--- config.mk ---
export PLATFORM = sky130hd
export DESIGN_NAME = alu_cmd_issuer
export DESIGN_NICKNAME = d
export VERILOG_FILES = /design/src/rtl/alu_cmd_issuer.sv
export SDC_FILE = /design/constraint.sdc
export NUM_CORES = 1
export LEC_CHECK = 0
export BUFFER_PORTS_ARGS = -buffer_cell sky130_fd_sc_hd__buf_2
export CELL_PAD_IN_SITES_DETAIL_PLACEMENT = 1
export CELL_PAD_IN_SITES_GLOBAL_PLACEMENT = 2
export CORE_MARGIN = 5
export CORE_UTILIZATION = 27
export CTS_CLUSTER_DIAMETER = 80
export DETAILED_ROUTE_END_ITERATION = 16
export PLACE_DENSITY_LB_ADDON = 0.3
export REMOVE_ABC_BUFFERS = 1
export SYNTH_ARGS = -nofsm -noshare
export SYNTH_HDL_FRONTEND = slang
export SYNTH_SLANG_ARGS = --single-unit
--- constraint.sdc ---
create_clock -name CLK -period 2.4 [get_ports CLK]
set_input_delay 0 -clock CLK [delete_from_list [all_inputs] [get_ports CLK]]
set_output_delay 0 -clock CLK [all_outputs]
set_load 0.02 [all_outputs]
--- src/rtl/alu_cmd_issuer.sv ---
// alu_cmd_issuer: clocked command front-end for the combinational ALU breadboard.
// Accepts a command over valid/ready, drives the ALU inputs for an op-dependent
// settle window, captures the result with op-class error masking, returns it
// over a second valid/ready handshake, and keeps saturating error event counters.
`timescale 1ns/1ps

module alu_cmd_issuer #(
    parameter int unsigned BASE_SETTLE = 2,   // ADD/SUB/DIV/MOD settle cycles, 1..255
    parameter int unsigned MUL_SETTLE  = 8,   // MUL settle cycles, 1..255
    parameter int unsigned CNT_W       = 8    // error event counter width
) (
    input  logic             CLK,
    input  logic             RST,
    // command channel
    input  logic             CMD_VALID,
    output logic             CMD_READY,
    input  logic [3:0]       CMD_OP,
    input  logic [15:0]      CMD_A,
    input  logic [15:0]      CMD_B,
    // ALU breadboard side
    output logic [15:0]      ALU_IN1,
    output logic [15:0]      ALU_IN2,
    output logic [3:0]       ALU_OP,
    input  logic [31:0]      ALU_OUT,
    input  logic [1:0]       ALU_ERR,
    // response channel
    output logic             RSP_VALID,
    input  logic             RSP_READY,
    output logic [31:0]      RSP_DATA,
    output logic [1:0]       RSP_ERR,
    output logic             RSP_ILL,
    output logic [3:0]       RSP_OP,
    // status and counters
    output logic             BUSY,
    input  logic             CNT_CLR,
    output logic [CNT_W-1:0] OVF_CNT,
    output logic [CNT_W-1:0] DZE_CNT
);

    localparam logic [3:0] OP_ADD = 4'b0010;
    localparam logic [3:0] OP_SUB = 4'b0011;
    localparam logic [3:0] OP_MUL = 4'b0100;
    localparam logic [3:0] OP_DIV = 4'b0101;
    localparam logic [3:0] OP_MOD = 4'b0110;

    localparam logic [7:0] BASE_CNT = 8'(BASE_SETTLE);
    localparam logic [7:0] MUL_CNT  = 8'(MUL_SETTLE);

    typedef enum logic [1:0] {S_IDLE, S_SETTLE, S_RESP} state_t;

    state_t           state_q;
    logic [7:0]       cnt_q;
    logic [15:0]      alu_in1_q, alu_in2_q;
    logic [3:0]       alu_op_q;
    logic             rsp_valid_q;
    logic [31:0]      rsp_data_q;
    logic [1:0]       rsp_err_q;
    logic             rsp_ill_q;
    logic [3:0]       rsp_op_q;
    logic [CNT_W-1:0] ovf_cnt_q, ovf_cnt_d;
    logic [CNT_W-1:0] dze_cnt_q, dze_cnt_d;

    logic             capture;
    logic [1:0]       err_masked;
    logic             cmd_legal;

    assign cmd_legal = (CMD_OP >= OP_ADD) && (CMD_OP <= OP_MOD);
    assign capture   = (state_q == S_SETTLE) && (cnt_q == 8'd1);

    // Mask ALU errors by op class and compute saturating counter next values.
    // NOTE: every always_comb output gets a default first so no latch is inferred.
    always_comb begin
        err_masked = 2'b00;
        ovf_cnt_d  = ovf_cnt_q;
        dze_cnt_d  = dze_cnt_q;
        if ((alu_op_q == OP_ADD) || (alu_op_q == OP_SUB)) err_masked[0] = ALU_ERR[0];
        if ((alu_op_q == OP_DIV) || (alu_op_q == OP_MOD)) err_masked[1] = ALU_ERR[1];
        if (CNT_CLR) begin
            // clear wins over a same-cycle increment
            ovf_cnt_d = '0;
            dze_cnt_d = '0;
        end else if (capture) begin
            if (err_masked[0] && (ovf_cnt_q != '1)) ovf_cnt_d = ovf_cnt_q + CNT_W'(1);
            if (err_masked[1] && (dze_cnt_q != '1)) dze_cnt_d = dze_cnt_q + CNT_W'(1);
        end
    end

    // Error event counters.
    // NOTE: sequential state is written with non-blocking assignments only.
    always_ff @(posedge CLK) begin
        if (RST) begin
            ovf_cnt_q <= '0;
            dze_cnt_q <= '0;
        end else begin
            ovf_cnt_q <= ovf_cnt_d;
            dze_cnt_q <= dze_cnt_d;
        end
    end

    // Command FSM with registered ALU drive and response outputs.
    always_ff @(posedge CLK) begin
        if (RST) begin
            state_q     <= S_IDLE;
            cnt_q       <= '0;
            alu_in1_q   <= '0;
            alu_in2_q   <= '0;
            alu_op_q    <= 4'b0000;   // grounded channel
            rsp_valid_q <= 1'b0;
            rsp_data_q  <= '0;
            rsp_err_q   <= 2'b00;
            rsp_ill_q   <= 1'b0;
            rsp_op_q    <= '0;
        end else begin
            case (state_q)
                S_IDLE: begin
                    if (CMD_VALID) begin
                        rsp_op_q <= CMD_OP;
                        if (cmd_legal) begin
                            alu_in1_q <= CMD_A;
                            alu_in2_q <= CMD_B;
                            alu_op_q  <= CMD_OP;
                            cnt_q     <= (CMD_OP == OP_MUL) ? MUL_CNT : BASE_CNT;
                            state_q   <= S_SETTLE;
                        end else begin
                            // illegal op: ALU drive untouched, answer at once
                            rsp_data_q  <= '0;
                            rsp_err_q   <= 2'b00;
                            rsp_ill_q   <= 1'b1;
                            rsp_valid_q <= 1'b1;
                            state_q     <= S_RESP;
                        end
                    end
                end
                S_SETTLE: begin
                    if (capture) begin
                        rsp_data_q  <= ALU_OUT;
                        rsp_err_q   <= err_masked;
                        rsp_ill_q   <= 1'b0;
                        rsp_valid_q <= 1'b1;
                        cnt_q       <= '0;
                        state_q     <= S_RESP;
                    end else begin
                        cnt_q <= cnt_q - 8'd1;
                    end
                end
                S_RESP: begin
                    if (RSP_READY) begin
                        rsp_valid_q <= 1'b0;
                        state_q     <= S_IDLE;
                    end
                end
                default: state_q <= S_IDLE;
            endcase
        end
    end

    assign CMD_READY = (state_q == S_IDLE);
    assign BUSY      = ~CMD_READY;
    assign ALU_IN1   = alu_in1_q;
    assign ALU_IN2   = alu_in2_q;
    assign ALU_OP    = alu_op_q;
    assign RSP_VALID = rsp_valid_q;
    assign RSP_DATA  = rsp_data_q;
    assign RSP_ERR   = rsp_err_q;
    assign RSP_ILL   = rsp_ill_q;
    assign RSP_OP    = rsp_op_q;
    assign OVF_CNT   = ovf_cnt_q;
    assign DZE_CNT   = dze_cnt_q;

endmodule

## Yosys cells after proc, flatten, opt, wreduce, memory -nomap -nowiden

Cells that the tools add are included.

- Add/sub/neg operators: 3
- Reduce and logical (&&, ||, !) cells: 18
- $lt $le $gt $ge: 2
- Equal/unequal tests: 15
- Muxes and demuxes: 27
- Bitwise gates (word level): 1

Operators with widths:

| cell | number |
|---|---|
| 32-bit 2-to-1 mux | 3 |
| 32-bit one-hot mux with 2 select lines | 1 |
| 8-bit 2-to-1 mux | 3 |
| 8-bit by 1-bit adder with 8-bit output, second input constant | 2 |
| 8-bit inequality test, second input constant | 2 |
| 8-bit one-hot mux with 2 select lines | 1 |
| 2-bit 2-to-1 mux | 7 |
| 4-bit by 3-bit equality test with 1-bit output, second input constant | 3 |
| 3-bit AND reduction | 3 |
| 4-bit by 2-bit equality test with 1-bit output, second input constant | 2 |
| 8-bit by 1-bit equality test with 1-bit output, second input constant | 1 |
| 2-bit inequality test, second input constant | 4 |
| 8-bit by 1-bit subtractor with 8-bit output, second input constant | 1 |
| 1-bit 2-to-1 mux | 7 |
| 2-bit one-hot mux with 3 select lines | 1 |
| 2-bit AND reduction | 3 |
| 5-bit AND reduction | 1 |
| 4-bit by 2-bit >= comparator with 1-bit output, second input constant | 1 |
| 4-bit by 3-bit less-or-equal comparator with 1-bit output, second input constant | 1 |
| 1-bit logical AND | 4 |
| 4-bit 2-to-1 mux | 1 |
| 2-bit one-hot mux with 2 select lines | 1 |
| 4-bit AND reduction | 1 |
| 1-bit one-hot mux with 3 select lines | 1 |
| 10 further kinds | 11 |

- Register bits after elaboration: 102
- Word-level logic and storage cells: 78
- Bits of input ports: 75
- Output and inout port bits: 94

## Depth between registers and ports, before layout

- Depth after elaboration: 5
- Mapped depth: 7
- Depth with buffers taken out: 6

## Worst setup path after synthesis

No wires, ideal clock.

- Path type: flip-flop to flip-flop
- From: register cnt_q[0]
- To: register rsp_data_q[10], in the netlist RSP_DATA[10]
- Buffers on the path: 1
- Arrival: 1.713 ns
- Required time: 2.283 ns
- Setup time: 0.117 ns
- Stages on the path, launching flop included: 7
- Slack: 0.570 ns
- Period minus slack after synthesis: 1.830 ns
- Cell sequence: dfxtp_1 > ha_1 > or4bb_1 > o31ai_2 > a21oi_2 > buf_6 > a22o_1

- Longest elaborated chain between the ends: 4

RTL lines:

| what | RTL line | text |
|---|---|---|
| start, declared | 52 | `logic [7:0] cnt_q;` |
| start signal, assigned | 122 | `cnt_q <= (CMD_OP == OP_MUL) ? MUL_CNT : BASE_CNT;` |
| start signal, assigned | 143 | `cnt_q <= cnt_q - 8'd1;` |
| 8-bit by 1-bit equality test with 1-bit output | 68 | `assign capture = (state_q == S_SETTLE) && (cnt_q == 8'd1);` |
| 1-bit logical AND | 68 |  |
| 2-bit inequality test (no source line) | -- |  |
| 4-bit AND reduction (no source line) | -- |  |
| end signal, assigned | 109 | `rsp_data_q <= '0;` |
| end signal, assigned | 126 | `rsp_data_q <= '0;` |
| end signal, assigned | 136 | `rsp_data_q <= ALU_OUT;` |
| end, declared | 56 | `logic [31:0] rsp_data_q;` |

No other way between the ends.
A chain may end at the register's enable or synchronous reset.

## Worst setup path in the final report

- From: register cnt_q[0]
- To: register rsp_data_q[12], in the netlist RSP_DATA[12]

The elaborated chain is that of the path after synthesis.

==> flow_summary.json <==
{
  "use_met2": 0.290,
  "clockBufferDepth": 2,
  "synth_seq_cells": 102,
  "placeableCoreArea_um2": 15000,
  "first_pass_iters": 4,
  "vias": 4300,
  "drc": 0,
  "die_x_um": 133,
  "synthesis.instances": 448,
  "syn-cell-area_um2": 4110,
  "vias_per_cell": 4.90,
  "htreeDepth": 3,
  "whs_path_depth": 3,
  "drive_gt1_frac": 0.321,
  "port_buffers": 168,
  "grt_pass1_vias": 4512,
  "clk_pin_slew_ns": 0.07,
  "ir_drop_uv": 321,
  "cts_sinks": 102,
  "avgRoutedWirePerCell_um": 16.7,
  "final_hold_viol_count": 0,
  "reg2reg_depth": 6,
  "initial_utilization": 0.273,
  "ant_nets": 0,
  "place_hpwl_um": 10300,
  "grt_pass1_wl_um": 23200,
  "slew_headroom": 0.514,
  "crit_arrival_ns": 2.33,
  "status": "finished clean",
  "p_leak_nw": 2.72,
  "path_max_fanout": 32,
  "cts_setup_buffers": 0,
  "synth_cell_types": 54,
  "grt_max_degree": 36,
  "die_area_um2": 17800,
  "yosys-top-cells-area": "dfxtp_1 50%, nand2_1 9.0%, a22o_1 7.3%",
  "dieHeight_um": 133,
  "antenna_found_initial": 0,
  "fmax_mhz": 478,
  "period_needed_ns": 2.09,
  "grtUsageTotal": 0.163,
  "holdCritPathClass": "in2reg",
  "synth_top_cell_by_area": "dfxtp_1",
  "syn_to_final_growth_pct": 48.5,
  "grt-ovfl-total": 0,
  "global_route.usage.met1": 0.175,
  "grt.busiest_layer": "met2",
  "crit_chain": "ha_1 > or4bb_1 > o31ai_2 > a21oi_2 > buf_4 > a22o_1",
  "end_kind": "flip-flop",
  "start_kind": "flip-flop",
  "syn_avg_cell_area_um2": 9.17,
  "drt-total-wl_um": 14600,
  "final_nets": 763,
  "synth-async-reset-ratio": 0,
  "rows": 45,
  "antenna_cells": 0,
  "io_pins": 169,
  "power_density_nw_per_um2": 611,
  "design_area_um2": 6100,
  "drt_first_iter_violations": 116,
  "synth_enable_flop_cells": 0,
  "slowest_stage": "or4bb_1",
  "worst_slew_pin_slew_ns": 0.726,
  "ys_seq_area_frac": 0.497,
  "insertion_delay_ns": 0.35,
  "root_buffer": "clkbuf_16",
  "yosysWarnings": 0,
  "use_met3": 0.0589,
  "finalSetupViolCount": 0,
  "slew_violations": 0,
  "cp.required_ns": 2.64,
  "critPathKind": "reg2reg",
  "fin_crit_sh": 0.871,
  "drv_cap": 0,
  "gp_congestion": 0.784,
  "synth_top_area_frac": 0.497,
  "numCtsBuffers": 9,
  "clock-skew-final_ns": 0.00800,
  "max_stage_delay_ns": 0.47,
  "postCtsResizedCells": 0,
  "rsz0062_at_grt": "no",
  "cts_tree": "yes",
  "tns_ns": 0,
  "synth_ff_type": "dfxtp_1",
  "placed_cell_area_um2": 5140
}
path summary, 6_finish.rpt:
check / startpoint / to / slack (ns)
max: cnt_q[0]$_SDFFE_PP0P_ / RSP_DATA[12]$_SDFFE_PP0P_ / 0.31
min: CNT_CLR / DZE_CNT[2]$_SDFFE_PP0P_ / 0.04
max reg2reg: cnt_q[0]$_SDFFE_PP0P_ / RSP_DATA[12]$_SDFFE_PP0P_ / 0.31
min reg2reg: ALU_IN2[13]$_SDFFE_PP0P_ / ALU_IN2[13]$_SDFFE_PP0P_ / 0.45
cells by family (layout without fill, tap and decap cells):
| group | Yosys count | count (layout) | synth area share |
|---|---|---|---|
| adder cells (fa/ha/maj) | 4 | 4 | 0.0122 |
| multiplexers | 7 | 7 | 0.0171 |
| AO/OA/AOI/OAI | 118 | 118 | 0.194 |
| XOR/XNOR | 1 | 1 | 0.00213 |
| flip-flops | 102 | 102 | 0.497 |
| AND/OR/NAND/NOR | 181 | 181 | 0.233 |
| buffers and inverters | 35 | 276 | 0.0442 |
layer usage:
metal  up-vias  part of all wire
met5         -                 0
met4         0             0.025
met3        25             0.066
met2       107              0.51
met1      2082              0.40
li1       2086                 -
cell usage in the layout, fill, tap and decap left out, types with 3 or more instances in the layout:
cell / instances
a21oi_1: 55
a22o_1: 34
a31oi_1: 3
and3_1: 4
buf_2: 168
buf_4: 14
clkbuf_1: 3
clkbuf_16: 9
dfxtp_1: 102
dlygate4sd3_1: 69
ha_1: 4
inv_1: 9
mux2i_1: 7
nand2_1: 98
nand3_1: 8
nand4_1: 8
nor2_1: 10
nor3_1: 6
o21ai_0: 6
o31ai_1: 5
o41ai_1: 3
or2_2: 4
or3_1: 12
or3_2: 3
or4_1: 3
registers in the layout (all words and copies together), names as in the netlist:
| register | count |
|---|---|
| RSP_ERR | 2 |
| RSP_OP | 4 |
| RSP_DATA | 32 |
| DZE_CNT | 8 |
| RSP_VALID | 1 |
| ALU_IN1 | 16 |
| ALU_IN2 | 16 |
| ALU_OP | 4 |
| state_q | 2 |
| cnt_q | 8 |
| RSP_ILL | 1 |
| OVF_CNT | 8 |
what timing repair did:
action / in CTS / in global routing
hold buffers: 69 / 0
endpoints found under the hold margin: 73 / 0
setup endpoints to repair: 0 / 0
metrics by stage:
step | setup WS [ns] | hold slack [ns] | power, mW | utilization | instances
floorplan | 0.132 | 0.0691 | 2.08 | - | 422
global placement | 0.392 | 0.216 | 2.29 | 0.342 | 792
detailed placement | 0.302 | 0.222 | 2.30 | 0.342 | 792
CTS | 0.309 | 0.0226 | 3.79 | 0.406 | 877
global route | 0.196 | 0.0385 | 3.90 | 0.406 | 877
finish | 0.309 | 0.0370 | 3.72 | 0.406 | 877
cell usage after synthesis (2+ instances only):
master / count
a211oi_1: 2
a21oi_1: 55
a22o_1: 34
a31oi_1: 3
and3_1: 4
and4bb_2: 2
buf_1: 2
buf_2: 4
buf_6: 6
clkbuf_1: 14
dfxtp_1: 102
ha_1: 4
inv_1: 9
mux2i_1: 7
nand2_1: 98
nand3_1: 8
nand3b_1: 2
nand4_1: 8
nor2_1: 10
nor3_1: 6
nor4_1: 2
o21ai_0: 6
o311ai_0: 2
o31ai_1: 5
o41ai_1: 3
or2_2: 4
or3_1: 12
or3_2: 3
or3b_2: 2
or4_1: 3
or4_4: 2
or4b_2: 2
critical path, delay by kind of cell, from the launching register on:
family                     cells  cell delay, ns
and+or+nand+nor                1            0.47
DFF                            1            0.41
AOI/OAI and AO/OA              3            0.61
buffers and inverters          1            0.26
adders and majority gates      1            0.23
power by group:
| group | leakage (nW) | switching [mW] | internal, mW |
|---|---|---|---|
| Combinational | 1.77 | 0.305 | 0.260 |
| Clock | 0.123 | 0.661 | 0.711 |
| Sequential | 0.826 | 0.0436 | 1.74 |
final cells by class:
cell class                 count  area (um2)
fill                        1783        8930
sequential                   102        2040
multi-input combinational    311        1880
timing repair buffer         251        1640
clock buffer                  12         236
tap                          188         235
inverter                       9        33.8
clock inverter                 4        32.5
(Power assumes the default switching activity.)
